===== src/rtl/ssd_imagem_port_arbiter.sv =====
// Shares the single-port image RAM between an Avalon-MM CPU slave and a range-scanning stream reader.
// CPU read data returns 1 cycle after grant; the stream is held off by downstream ready through a 2-entry FIFO.
module ssd_imagem_port_arbiter #(
  parameter int ADDR_W = 16,
  parameter int DATA_W = 8
) (
  input  logic              clk,
  input  logic              reset,
  input  logic [ADDR_W-1:0] cpu_address,
  input  logic              cpu_read,
  input  logic              cpu_write,
  input  logic [DATA_W-1:0] cpu_writedata,
  output logic [DATA_W-1:0] cpu_readdata,
  output logic              cpu_readdatavalid,
  output logic              cpu_waitrequest,
  input  logic              strm_start,
  input  logic [ADDR_W-1:0] strm_base,
  input  logic [ADDR_W:0]   strm_count,
  input  logic              strm_abort,
  output logic              strm_busy,
  output logic              strm_done,
  output logic [DATA_W-1:0] strm_data,
  output logic              strm_valid,
  input  logic              strm_ready,
  output logic [ADDR_W-1:0] ram_address,
  output logic              ram_chipselect,
  output logic              ram_write,
  output logic [DATA_W-1:0] ram_writedata,
  output logic              ram_clken,
  input  logic [DATA_W-1:0] ram_readdata
);

  localparam logic [1:0] S_IDLE  = 2'd0;
  localparam logic [1:0] S_RUN   = 2'd1;
  localparam logic [1:0] S_DRAIN = 2'd2;

  logic [1:0]        state;
  logic [ADDR_W-1:0] scan_addr;
  logic [ADDR_W:0]   remaining;
  logic [DATA_W-1:0] fifo_mem [2];
  logic              rd_ptr;
  logic              wr_ptr;
  logic [1:0]        fifo_cnt;
  logic              strm_pend;
  logic              cpu_pend;
  logic              prio_cpu;
  logic              zero_done;

  logic              cpu_req;
  logic              strm_req;
  logic              grant_cpu;
  logic              grant_strm;
  logic              pop;
  logic              push;
  logic [2:0]        occ;
  logic              drain_done;

  assign cpu_req = cpu_read | cpu_write;
  assign pop     = (fifo_cnt != 2'd0) & strm_ready;
  assign push    = strm_pend;

  // Occupancy after this cycle's pop, so a draining FIFO still allows back-to-back grants.
  assign occ      = {1'b0, fifo_cnt} - {2'b00, pop} + {2'b00, strm_pend};
  assign strm_req = (state == S_RUN) & (remaining != '0) & (occ < 3'd2) & ~strm_abort;

  assign grant_cpu  = ~reset & cpu_req & (~strm_req | prio_cpu);
  assign grant_strm = ~reset & strm_req & ~grant_cpu;

  assign ram_chipselect = grant_cpu | grant_strm;
  assign ram_write      = grant_cpu & cpu_write;
  assign ram_address    = grant_cpu ? cpu_address : (grant_strm ? scan_addr : '0);
  assign ram_writedata  = grant_cpu ? cpu_writedata : '0;
  assign ram_clken      = 1'b1;

  assign cpu_waitrequest   = reset | (cpu_req & ~grant_cpu);
  assign cpu_readdatavalid = cpu_pend;
  assign cpu_readdata      = cpu_pend ? ram_readdata : '0;

  assign strm_valid = (fifo_cnt != 2'd0);
  assign strm_data  = strm_valid ? fifo_mem[rd_ptr] : '0;
  assign strm_busy  = (state != S_IDLE);

  assign drain_done = (state == S_DRAIN) & pop & (fifo_cnt == 2'd1) & ~strm_pend & ~strm_abort;
  assign strm_done  = zero_done | drain_done;

  always_ff @(posedge clk) begin
    if (push) begin
      fifo_mem[wr_ptr] <= ram_readdata;
    end
  end

  always_ff @(posedge clk or posedge reset) begin
    if (reset) begin
      state     <= S_IDLE;
      scan_addr <= '0;
      remaining <= '0;
      rd_ptr    <= 1'b0;
      wr_ptr    <= 1'b0;
      fifo_cnt  <= 2'd0;
      strm_pend <= 1'b0;
      cpu_pend  <= 1'b0;
      prio_cpu  <= 1'b1;
      zero_done <= 1'b0;
    end else begin
      cpu_pend  <= grant_cpu & ~cpu_write;
      zero_done <= 1'b0;
      if (grant_cpu) begin
        prio_cpu <= 1'b0;
      end else if (grant_strm) begin
        prio_cpu <= 1'b1;
      end

      if (strm_abort) begin
        state     <= S_IDLE;
        rd_ptr    <= 1'b0;
        wr_ptr    <= 1'b0;
        fifo_cnt  <= 2'd0;
        strm_pend <= 1'b0;
      end else begin
        strm_pend <= grant_strm;
        if (push) begin
          wr_ptr <= ~wr_ptr;
        end
        if (pop) begin
          rd_ptr <= ~rd_ptr;
        end
        fifo_cnt <= fifo_cnt + {1'b0, push} - {1'b0, pop};

        case (state)
          S_IDLE: begin
            if (strm_start) begin
              if (strm_count == '0) begin
                zero_done <= 1'b1;
              end else begin
                scan_addr <= strm_base;
                remaining <= strm_count;
                state     <= S_RUN;
              end
            end
          end
          S_RUN: begin
            if (grant_strm) begin
              scan_addr <= scan_addr + {{(ADDR_W-1){1'b0}}, 1'b1};
              remaining <= remaining - {{ADDR_W{1'b0}}, 1'b1};
              if (remaining == {{ADDR_W{1'b0}}, 1'b1}) begin
                state <= S_DRAIN;
              end
            end
          end
          S_DRAIN: begin
            if (drain_done) begin
              state <= S_IDLE;
            end
          end
          default: state <= S_IDLE;
        endcase
      end
    end
  end

endmodule


===== config.mk =====
export PLATFORM = sky130hd
export DESIGN_NAME = ssd_imagem_port_arbiter
export DESIGN_NICKNAME = d
export VERILOG_FILES = /design/src/rtl/ssd_imagem_port_arbiter.sv
export SDC_FILE = /design/constraint.sdc
export NUM_CORES = 1
export LEC_CHECK = 0
export BUFFER_PORTS_ARGS = -buffer_cell sky130_fd_sc_hd__buf_2
export CORE_MARGIN = 10
export CORE_UTILIZATION = 24
export DETAILED_ROUTE_END_ITERATION = 10
export PLACE_DENSITY_LB_ADDON = 0.12
export SLEW_MARGIN = 5
export SYNTH_ARGS = -nofsm -noshare
export SYNTH_HDL_FRONTEND = slang
export SYNTH_SLANG_ARGS = --single-unit

===== constraint.sdc =====
create_clock -name clk -period 3.3 [get_ports clk]
set_input_delay 0.165 -clock clk [delete_from_list [all_inputs] [get_ports clk]]
set_output_delay 0.165 -clock clk [all_outputs]
set_load 0.05 [all_outputs]

==> flow_summary.json <==
{
  "outcome": "complete, but fails checks",
  "violations": "setup timing",
  "p_per_area_mw_per_mm2": 684.7,
  "htreeDepth": 3,
  "pwr-share-seq_pct": 27.9,
  "min-delay-start": "ram_readdata[1]",
  "path_class": "register to output pin",
  "regArea_mm2": 0.001558,
  "dp_cells": 738,
  "pwr-share-comb_pct": 42.4,
  "synth_edf_count": 16,
  "crit_path_end_kind": "output pin",
  "nFillCells": 1621,
  "finalHoldViolCount": 0,
  "via_count": 3862,
  "overflow": 0,
  "portBuffers": 118,
  "dieWidth_um": 145.5,
  "crit_family": "adder cells",
  "wirelength_um": 14670,
  "gp_congestion": 0.7900,
  "fmax_ghz": 0.2913,
  "avgSynthCellArea_um2": 9.194,
  "clockPowerShare_pct": 29.8,
  "cp-start-kind": "register",
  "grt_pass1_vias": 3977,
  "worst_slew_pin_slew_ps": 852.1,
  "clk_pin_slew_worst_paths_ps": 60,
  "min_path_cells": 1,
  "synthesis.area_mm2": 0.003779,
  "synth_fp_nets": 490,
  "ys_ff_latch": 59,
  "r2r_end": "scan_addr[14]$_DFFE_PP0P_",
  "post-route-drc-count": 0,
  "setup_viol": 24,
  "intPower_w": 0.002265,
  "cts_buffers": 9,
  "crit_chain": "nor2_2 > nor2b_2 > ha_1 > inv_1 > ha_1 > inv_1 > fa_1 > and4bb_2 > and2_4 > nor3b_4 > buf_6 > nor3_4 > buf_12 > a22o_2 > buf_6",
  "reg2reg_slack_ps": 160,
  "hold_ws_ps": 31.34,
  "use_met2_pct": 22.71,
  "crit_path_max_incr_delay_ps": 490,
  "rsz0062_at_grt": "yes",
  "rows": 45,
  "r2r_start": "fifo_cnt[0]$_DFF_PP0_",
  "clockBufferDepth": 2,
  "crit_cells": 15,
  "final_common_cell": "buf_2",
  "grt_util_met1_pct": 16.76,
  "area.growth.synth_to_final_pct": 45.40,
  "slew_headroom_pct": 43.19,
  "drt_iter0_drc": 249,
  "die_h_um": 145.5,
  "stdcell_count": 763,
  "fin_ws_ps": -133.5,
  "layout_common_cells": "93 x buf_2, 42 x dfrtp_1, 41 x nor2_1",
  "crit_required_ps": 3130,
  "netlist_instances": 411,
  "start_util_pct": 24.67,
  "power_w": 0.003762,
  "cap_violations": 0,
  "yosysUniqueCellTypes": 71,
  "worstPathMaxFanout": 12,
  "yosysWarnings": 0,
  "cp-startpoint": "fifo_cnt[0]$_DFF_PP0_",
  "worst-r2r-cell-count": 13,
  "antennaDiodeCount": 0,
  "grt_pass1_wl_um": 23050,
  "finalClockSkew_ps": 4.991,
  "p_sw_w": 0.001497,
  "grt_max_degree": 46,
  "tns_ps": -2584,
  "clk_latency_ps": 340,
  "grt.busiest_layer": "met2",
  "period_minus_slack_ps": 3433,
  "pin_count": 120,
  "nets": 626,
  "arrival_ps": 3270,
  "cts_root_buf": "clkbuf_16",
  "cts_tree": "yes",
  "vdd_drop_max_uv": 400.6,
  "antenna_found_initial": 0,
  "first_pass_iters": 4,
  "clock_sinks": 59,
  "die_area_mm2": 0.02116,
  "fin_crit_sh_pct": 104.0,
  "core_mm2": 0.01531,
  "drt-wirelength-per-cell_um": 19.23,
  "grt_use_total_pct": 13.58,
  "slowest_stage": "fa_1",
  "hp-class": "primary input to register",
  "slew_viol_final": 0,
  "swShare_pct": 39.80,
  "async_reset_ff_share_pct": 72.88,
  "detail-route-antenna-nets": 0,
  "critical_path_buf_inv_count": 5,
  "multiInputGateArea_mm2": 0.002195,
  "final_layout_size_suffix_gt1_share_pct": 39.86,
  "ys.flop_type": "dfrtp_1",
  "yosysSeqAreaShare_pct": 41.23,
  "vias_per_cell": 5.062,
  "p_leak_nw": 2.341,
  "hpwl_um": 10350,
  "grtUsageMet3_pct": 3.695,
  "min_to": "fifo_mem[0][1]$_DFFE_PP_"
}
[worst register-to-register path: cells and delay by family (launching register included)]
| family | cells | cell delay [ps] |
|---|---|---|
| flops | 1 | 390 |
| fa+ha+maj | 3 | 880 |
| xor+xnor | 1 | 110 |
| buf+inv | 3 | 360 |
| compound gates | 1 | 300 |
| simple gates | 5 | 990 |
[what timing repair did]
item | in CTS | in global routing
buffers inserted | 5 | 4
gates resized for setup | 57 | 32
hold buffers | 0 | 0
pin swaps | 2 | 3
gates cloned | 1 | 0
endpoints found under the setup margin | 24 | 34
[power by group through the flow]
stage	Clock (W)	Combinational, W	Sequential (W)
finish	0.00112	0.00159	0.00105
floorplan	0	0.000974	0.000999
global route	0.00118	0.00171	0.00107
detailed placement	0	0.00136	0.00106
global placement	0	0.00135	0.00105
CTS	0.00116	0.00152	0.00105
[logic make-up (layout without fill, tap and decap cells)]
logic type / after synthesis / count (layout) / synth area share, %
multiplexers: 10 / 10 / 2.715
AND/OR/NAND/NOR: 178 / 179 / 25.63
AO/OA/AOI/OAI: 106 / 106 / 21.23
flip-flops: 59 / 59 / 41.23
XOR/XNOR: 6 / 6 / 1.391
other: 1 / 1 / 0.09924
buffers and inverters: 44 / 184 / 5.198
adder cells (fa/ha/maj): 7 / 7 / 2.517
[Yosys cell counts, types with 8 or more instances]
cell      number  area (um^2)
nand2_1       23        86.33
buf_2          9        45.04
and2_1        20        125.1
mux2i_1        8        80.08
inv_1         16        60.06
dfrtp_1       42         1051
clkbuf_1      13        48.80
nor3_1        12        60.06
nand3_1       19        95.09
nor2_1        42        157.7
o21ai_0       14        70.07
o22ai_1       10        62.56
a21oi_1       14        70.07
nor4_1        16        100.1
edfxtp_1      16        480.5
a22o_1        18        157.7
[layer usage]
layer,part of all wire [%],up-vias
li1,-,1848
met1,44,1920
met2,50,89
met3,5.1,5
met4,0.61,0
met5,0,-
[how the worst max path moves through the flow]
stage                            to  slack [ps]
floorplan           ram_address[10]         -40
global placement     ram_address[0]        -470
detailed placement  ram_address[15]        -580
CTS                 ram_address[15]        -120
global route        ram_address[10]        -270
finish              ram_address[15]        -130
[state kept, by name, summed over array words and instances, names as in the netlist]
signal             count
wr_ptr                 1
fifo_mem              16
push                   1
scan_addr             16
rd_ptr                 1
prio_cpu               1
remaining             17
zero_done              1
fifo_cnt               2
state                  2
cpu_readdatavalid      1
[per-stage QoR]
stage          setup slack [ps]  utilization (%)  area (um^2)
2_1_floorplan            -42.90                -         3821
6_report                 -133.5            35.87         5494
4_1_cts                  -116.7            34.83         5334
3_5_place_dp             -578.8            30.91         4733
3_3_place_gp             -473.9            30.91         4733
5_1_grt                  -273.6            35.87         5494
[final cells by class]
cell class	count	share of cell area [%]
Multi-Input combinational cell	309	39.95
Clock inverter	7	2.277
Timing Repair Buffer	151	19.36
Inverter	17	1.161
Sequential cell	59	28.35
Clock buffer	9	4.099
Tap cell	211	4.805
(Power assumes the default switching activity.)
